File: src/rtl/coef_pkg.sv
// Shared constants for the biquad coefficient bank: coefficient indices,
// Q5.20 default coefficients and the readout sequencer state encoding.
package coef_pkg;

    localparam int NCOEF = 5;
    localparam int DEF_W = 25;

    localparam logic [2:0] IDX_A1 = 3'd0;
    localparam logic [2:0] IDX_A2 = 3'd1;
    localparam logic [2:0] IDX_B0 = 3'd2;
    localparam logic [2:0] IDX_B1 = 3'd3;
    localparam logic [2:0] IDX_B2 = 3'd4;

    localparam logic [DEF_W-1:0] DEF_A1 = 25'h1E0A3D7;
    localparam logic [DEF_W-1:0] DEF_A2 = 25'h00F5E35;
    localparam logic [DEF_W-1:0] DEF_B0 = 25'h00000D1;
    localparam logic [DEF_W-1:0] DEF_B1 = 25'h00001A1;
    localparam logic [DEF_W-1:0] DEF_B2 = 25'h00000D1;

    typedef enum logic {
        IDLE  = 1'b0,
        SWEEP = 1'b1
    } state_e;

    function automatic logic [DEF_W-1:0] def_coef(input logic [2:0] idx);
        logic [DEF_W-1:0] v;
        case (idx)
            IDX_A1:  v = DEF_A1;
            IDX_A2:  v = DEF_A2;
            IDX_B0:  v = DEF_B0;
            IDX_B1:  v = DEF_B1;
            IDX_B2:  v = DEF_B2;
            default: v = {DEF_W{1'b0}};
        endcase
        return v;
    endfunction

endpackage

File: src/rtl/coef_regfile.sv
// NPROF x NCOEF coefficient storage with asynchronous read.
// Writable (reset to defaults) when COEF_WRITE_EN is defined, otherwise constant.
module coef_regfile
    import coef_pkg::*;
#(
    parameter int W     = 25,
    parameter int NPROF = 4,
    parameter int PW    = 2
) (
    input  logic          clk,
    input  logic          rst_n,
    input  logic [PW-1:0] rd_prof,
    input  logic [2:0]    rd_idx,
    output logic [W-1:0]  rd_data,
    input  logic          wr_en,
    input  logic [PW-1:0] wr_prof,
    input  logic [2:0]    wr_idx,
    input  logic [W-1:0]  wr_data
);

    localparam logic [PW:0] NPROF_W = (PW+1)'(NPROF);

    // Defaults are Q5.20; wider words keep the integer bits and extend the fraction.
    function automatic logic [W-1:0] align(input logic [DEF_W-1:0] d);
        logic [W-1:0] t;
        t = '0;
        t[W-1 -: DEF_W] = d;
        return t;
    endfunction

    logic [W-1:0] bank_s [NPROF][NCOEF];

`ifdef COEF_WRITE_EN
    logic [W-1:0] bank_r [NPROF][NCOEF];
    logic         wr_ok_s;

    assign wr_ok_s = (wr_idx <= IDX_B2) && ({1'b0, wr_prof} < NPROF_W);
    assign bank_s  = bank_r;

    // Coefficient register file; out-of-range writes are silently dropped.
    always_ff @(posedge clk or negedge rst_n) begin
        if (!rst_n) begin
            for (int p = 0; p < NPROF; p++) begin
                for (int i = 0; i < NCOEF; i++) begin
                    bank_r[p][i] <= align(def_coef(3'(i)));
                end
            end
        end else if (wr_en && wr_ok_s) begin
            bank_r[wr_prof][wr_idx] <= wr_data;
        end
    end
`else
    logic unused_wr_s;
    assign unused_wr_s = ^{clk, rst_n, wr_en, wr_prof, wr_idx, wr_data};

    // Constant bank: every profile carries the default coefficient set.
    always_comb begin
        for (int p = 0; p < NPROF; p++) begin
            for (int i = 0; i < NCOEF; i++) begin
                bank_s[p][i] = align(def_coef(3'(i)));
            end
        end
    end
`endif

    // Asynchronous read, zero for addresses outside the bank.
    always_comb begin
        rd_data = '0;
        if ((rd_idx <= IDX_B2) && ({1'b0, rd_prof} < NPROF_W)) begin
            rd_data = bank_s[rd_prof][rd_idx];
        end else begin
            rd_data = '0;
        end
    end

endmodule

File: src/rtl/coef_bank_seq.sv
// Multi-profile biquad coefficient bank with readout sequencer (a1,a2,b0,b1,b2 per sweep).
// Define COEF_WRITE_EN to make the bank writable through the wr_* port.
module coef_bank_seq
    import coef_pkg::*;
#(
    parameter int W     = 25,
    parameter int NPROF = 4,
    parameter int PW    = 2
) (
    input  logic          clk,
    input  logic          rst_n,
    input  logic          start,
    input  logic [PW-1:0] prof_sel,
    output logic [W-1:0]  coef_out,
    output logic [2:0]    coef_idx,
    output logic          coef_valid,
    output logic          coef_last,
    output logic          busy,
    output logic          overrun,
    input  logic          wr_en,
    input  logic [PW-1:0] wr_prof,
    input  logic [2:0]    wr_idx,
    input  logic [W-1:0]  wr_data,
    output logic          wr_ready
);

    localparam logic [PW:0] NPROF_W = (PW+1)'(NPROF);

    if (W < DEF_W) begin : g_width_check
        $error("coef_bank_seq: W must be at least 25");
    end

    state_e        state_r;
    logic [2:0]    nxt_idx_r;
    logic [PW-1:0] act_prof_r;
    logic [PW-1:0] sel_prof_s;
    logic [PW-1:0] rd_prof_s;
    logic [2:0]    rd_idx_s;
    logic [W-1:0]  rd_data_s;
    logic          wr_accept_s;

`ifdef COEF_WRITE_EN
    // Only the profile currently being streamed is locked against writes.
    assign wr_ready = !(busy && (wr_prof == act_prof_r));
`else
    assign wr_ready = 1'b0;
`endif
    assign wr_accept_s = wr_en && wr_ready;

    // Read address: first coefficient of the requested profile while idle, else the sweep cursor.
    always_comb begin
        sel_prof_s = '0;
        rd_prof_s  = '0;
        rd_idx_s   = IDX_A1;
        if ({1'b0, prof_sel} < NPROF_W) begin
            sel_prof_s = prof_sel;
        end else begin
            sel_prof_s = '0;
        end
        if (state_r == IDLE) begin
            rd_prof_s = sel_prof_s;
            rd_idx_s  = IDX_A1;
        end else begin
            rd_prof_s = act_prof_r;
            rd_idx_s  = nxt_idx_r;
        end
    end

    coef_regfile #(
        .W     (W),
        .NPROF (NPROF),
        .PW    (PW)
    ) u_regfile (
        .clk     (clk),
        .rst_n   (rst_n),
        .rd_prof (rd_prof_s),
        .rd_idx  (rd_idx_s),
        .rd_data (rd_data_s),
        .wr_en   (wr_accept_s),
        .wr_prof (wr_prof),
        .wr_idx  (wr_idx),
        .wr_data (wr_data)
    );

    // Sweep sequencer; a1 is registered on the accepting edge so it is valid the next cycle.
    always_ff @(posedge clk or negedge rst_n) begin
        if (!rst_n) begin
            state_r    <= IDLE;
            nxt_idx_r  <= 3'd0;
            act_prof_r <= '0;
            coef_out   <= '0;
            coef_idx   <= 3'd0;
            coef_valid <= 1'b0;
            coef_last  <= 1'b0;
            busy       <= 1'b0;
            overrun    <= 1'b0;
        end else begin
            overrun <= start && busy;
            case (state_r)
                IDLE: begin
                    if (start) begin
                        act_prof_r <= sel_prof_s;
                        coef_out   <= rd_data_s;
                        coef_idx   <= IDX_A1;
                        coef_valid <= 1'b1;
                        coef_last  <= 1'b0;
                        busy       <= 1'b1;
                        nxt_idx_r  <= IDX_A2;
                        state_r    <= SWEEP;
                    end
                end
                SWEEP: begin
                    if (coef_last) begin
                        coef_valid <= 1'b0;
                        coef_last  <= 1'b0;
                        busy       <= 1'b0;
                        state_r    <= IDLE;
                    end else begin
                        coef_out  <= rd_data_s;
                        coef_idx  <= nxt_idx_r;
                        coef_last <= (nxt_idx_r == IDX_B2);
                        nxt_idx_r <= nxt_idx_r + 3'd1;
                    end
                end
                default: begin
                    coef_valid <= 1'b0;
                    coef_last  <= 1'b0;
                    busy       <= 1'b0;
                    state_r    <= IDLE;
                end
            endcase
        end
    end

endmodule

File: config.mk
export PLATFORM = sky130hd
export DESIGN_NAME = coef_bank_seq
export DESIGN_NICKNAME = d
export VERILOG_FILES = /design/src/rtl/coef_pkg.sv /design/src/rtl/coef_regfile.sv /design/src/rtl/coef_bank_seq.sv
export SDC_FILE = /design/constraint.sdc
export NUM_CORES = 1
export LEC_CHECK = 0
export CAP_MARGIN = 10
export CORE_UTILIZATION = 30
export CTS_CLUSTER_DIAMETER = 150
export DETAILED_ROUTE_END_ITERATION = 10
export PLACE_DENSITY = 0.69
export SLEW_MARGIN = 20
export SYNTH_ARGS = -nofsm -noshare
export SYNTH_HDL_FRONTEND = slang
export SYNTH_SLANG_ARGS = --single-unit
File: constraint.sdc
create_clock -name clk -period 1.7 [get_ports clk]
set_input_delay 0.51 -clock clk [delete_from_list [all_inputs] [get_ports clk]]
set_output_delay 0.51 -clock clk [all_outputs]
set_load 0.02 [all_outputs]
==> reports/metrics.yaml <==
dpl_worst_slack_ps: 81.1
via_per_inst: 4.50
setup_viol: 0
cts.sinks: 19
cts_inserted_buffers: 3
coreArea_mm2: 0.00313
totalWireLength_mm: 1.97
start_util_pct: 32.3
fill_cells: 323
die_h_um: 60.0
worst_setup_path_start_kind: "flop"
grt.overflow.total: 0
tritoncts: "built"
fin_crit_ps: 1600
ctsRootBufferMaster: "clkbuf_4"
fin_ws_ps: 96.1
cts_max_level: 1
die_x_um: 60.0
io_pins: 69
post-dp-hpwl_mm: 1.47
ff2ff_path_depth: 4
via_count: 729
outcome: "finished, final reports clean"
cts_setup_buffers: 0
drc_errors: 0
clk_pin_slew_ps: 110
grt_usage_pct: 12.3
syn_area_mm2: 0.00101
clk_latency_ps: 300
cp_cell_sequence: "dlygate4sd2_1"
insertedDiodeCount: 0
antenna_found_initial: 0
slowest_delay_ps: 460
slew_viol_final: 0
clk_path_buf_depth: 2
routedWlPerCell_um: 12.1
crit_slowest_cell: "dfrtp_2"
syn_inst: 98
cp.required_ps: 1190
min_path_cells: 1
drtIter0Drc: 20
skew_ps: 13.3
yosysSeqAreaShare_pct: 47.1
drive_above_1_share_pct: 12.7
io_buffers: 32
ctsResizeCount: 30
hold_start: "coef_out[0]"
finalSetupTns_ps: 0
grt_max_degree: 20
yosys_register_bits: 19
postRouteAntennaNets: 0
p_leak_nw: 0.627
cts_hold_buf: 0
r2r_slack_ps: 460
fmax_ghz: 0.623
rows: 20
crit_type: "flop to output port"
grt_setup_unrepaired: "false"
hold_path_end: "coef_out[0]"
fin_util_pct: 40.3
reg2reg_to: "nxt_idx_r[2]"
area_delta_synth_final_pct: 24.9
grt_pass1_vias: 695
grt_pass1_wl_mm: 3.21
cp_max_fo: 9
ir_drop_v: 0.000437
path_delay_family: "flip-flops"
power.total_mw: 2.64
reg2reg_from: "nxt_idx_r[0]"
finalHoldViolations: 0
min_path_type: "flop to flop"
avgSynthCellArea_um2: 10.3
gp_congestion: 0.741
crit_buf_inv: 1
yosys_warnings: 0
yosysUniqueCellTypes: 36
first_pass_iters: 4
final_nets: 157
cp-end-kind: "output port"
cap_violations: 0
fin_crit_sh_pct: 94.3
powerDensity_mw_per_mm2: 2090
die-area_mm2: 0.00360
cp.arrival_ps: 1090
## synth_stat cells (all sizes together)
cell type / n / share of area [%]
dfrtp: 19 / 47
inv: 5 / 2.1
nand2: 4 / 1.5
ha: 2 / 2.5
o21a: 2 / 1.5
nand2b: 2 / 1.2
a21oi: 2 / 0.99
a22oi: 1 / 0.74
maj3: 1 / 0.99
o22ai: 2 / 1.2
a32o: 1 / 0.99
o22a: 3 / 2.6
buf: 23 / 16
nand4: 1 / 0.62
o2111ai: 1 / 0.87
nor2: 5 / 2.1
xnor2: 2 / 1.7
nand3b: 1 / 0.74
nor4b: 1 / 0.87
nor3b: 1 / 0.74
and2b: 1 / 0.74
o21ai: 5 / 2.5
a22o: 3 / 2.6
a21boi: 1 / 0.74
a21o: 3 / 2.4
conb: 1 / 0.37
mux2: 1 / 1.1
and2: 1 / 0.62
nor3: 2 / 0.99
mux2i: 1 / 0.99
## worst max path at each step
stage / from / endpoint / cells after the start
detailed placement: start / coef_out[6] / 5
global route: coef_out[23] / coef_out[21] / 1
floorplan: coef_out[19] / coef_out[11] / 1
finish: coef_out[19] / coef_out[18] / 1
global placement: start / coef_out[23] / 5
CTS: coef_out[19] / coef_out[18] / 1
## where the power goes
part           internal [mW]  switching, mW  total (mW)
Clock                 0.0876          0.139       0.226
Combinational          0.666          0.831        1.50
Sequential             0.664          0.251       0.915
## final cells by class
| class | count | area [µm²] | area share [%] |
|---|---|---|---|
| well taps | 44 | 55.1 | 4.37 |
| clock buffers | 3 | 22.5 | 1.79 |
| flip-flops and latches | 19 | 477 | 37.8 |
| multi-input cells | 53 | 360 | 28.6 |
| clock inverters | 1 | 5.00 | 0.397 |
| repair buffers | 37 | 320 | 25.4 |
| inverters | 5 | 21.3 | 1.69 |
## logic make-up after synthesis
| family | Yosys count | share of synthesized area (%) |
|---|---|---|
| muxes | 2 | 2.11 |
| DFF | 19 | 47.1 |
| and+or+nand+nor | 19 | 10.2 |
| buffers and inverters | 28 | 18.0 |
| other | 1 | 0.371 |
| xor gates and xnor gates | 2 | 1.74 |
| adders and majority gates | 3 | 3.47 |
| AOI/OAI and AO/OA | 24 | 17.1 |
## flip-flops by register name (all words and copies together) (netlist names)
register   count
coef_out       9
busy           1
coef_last      1
overrun        1
coef_idx       3
nxt_idx_r      3
state_r        1
## metal layers
metal  part of all wire [%]  global-route usage, %  routed length [µm]  vias to the layer above
li1                       -                      -                   -                      355
met1                     44                   14.6                 858                      341
met3                    5.5                   3.68                 108                        4
met4                    1.5                   4.98                  29                        0
met5                      0                      0                   0                        -
met2                     49                   20.6                 971                       29
## cell usage in the layout (no fill, tap or decap), drive strengths merged, types with 2 or more instances in the layout
cell type      instances
dfrtp                 19
ha                     2
nand2                  4
xnor2                  2
o21ai                  5
a21oi                  2
clkbuf                 3
o22a                   3
a21o                   3
nand2b                 2
dlygate4sd2           30
a22o                   3
o21a                   2
buf                    5
inv                    5
conb                   3
nor2                   5
o22ai                  2
clkdlybuf4s50          2
nor3                   2
## through the flow
step	hold WS (ps)	std cells	area, µm²
3_3_place_gp	475	158	1270
4_1_cts	508	162	1260
5_1_grt	520	162	1260
2_1_floorplan	214	100	1020
6_report	499	162	1260
3_5_place_dp	486	158	1270
(Power assumes the default switching activity.)
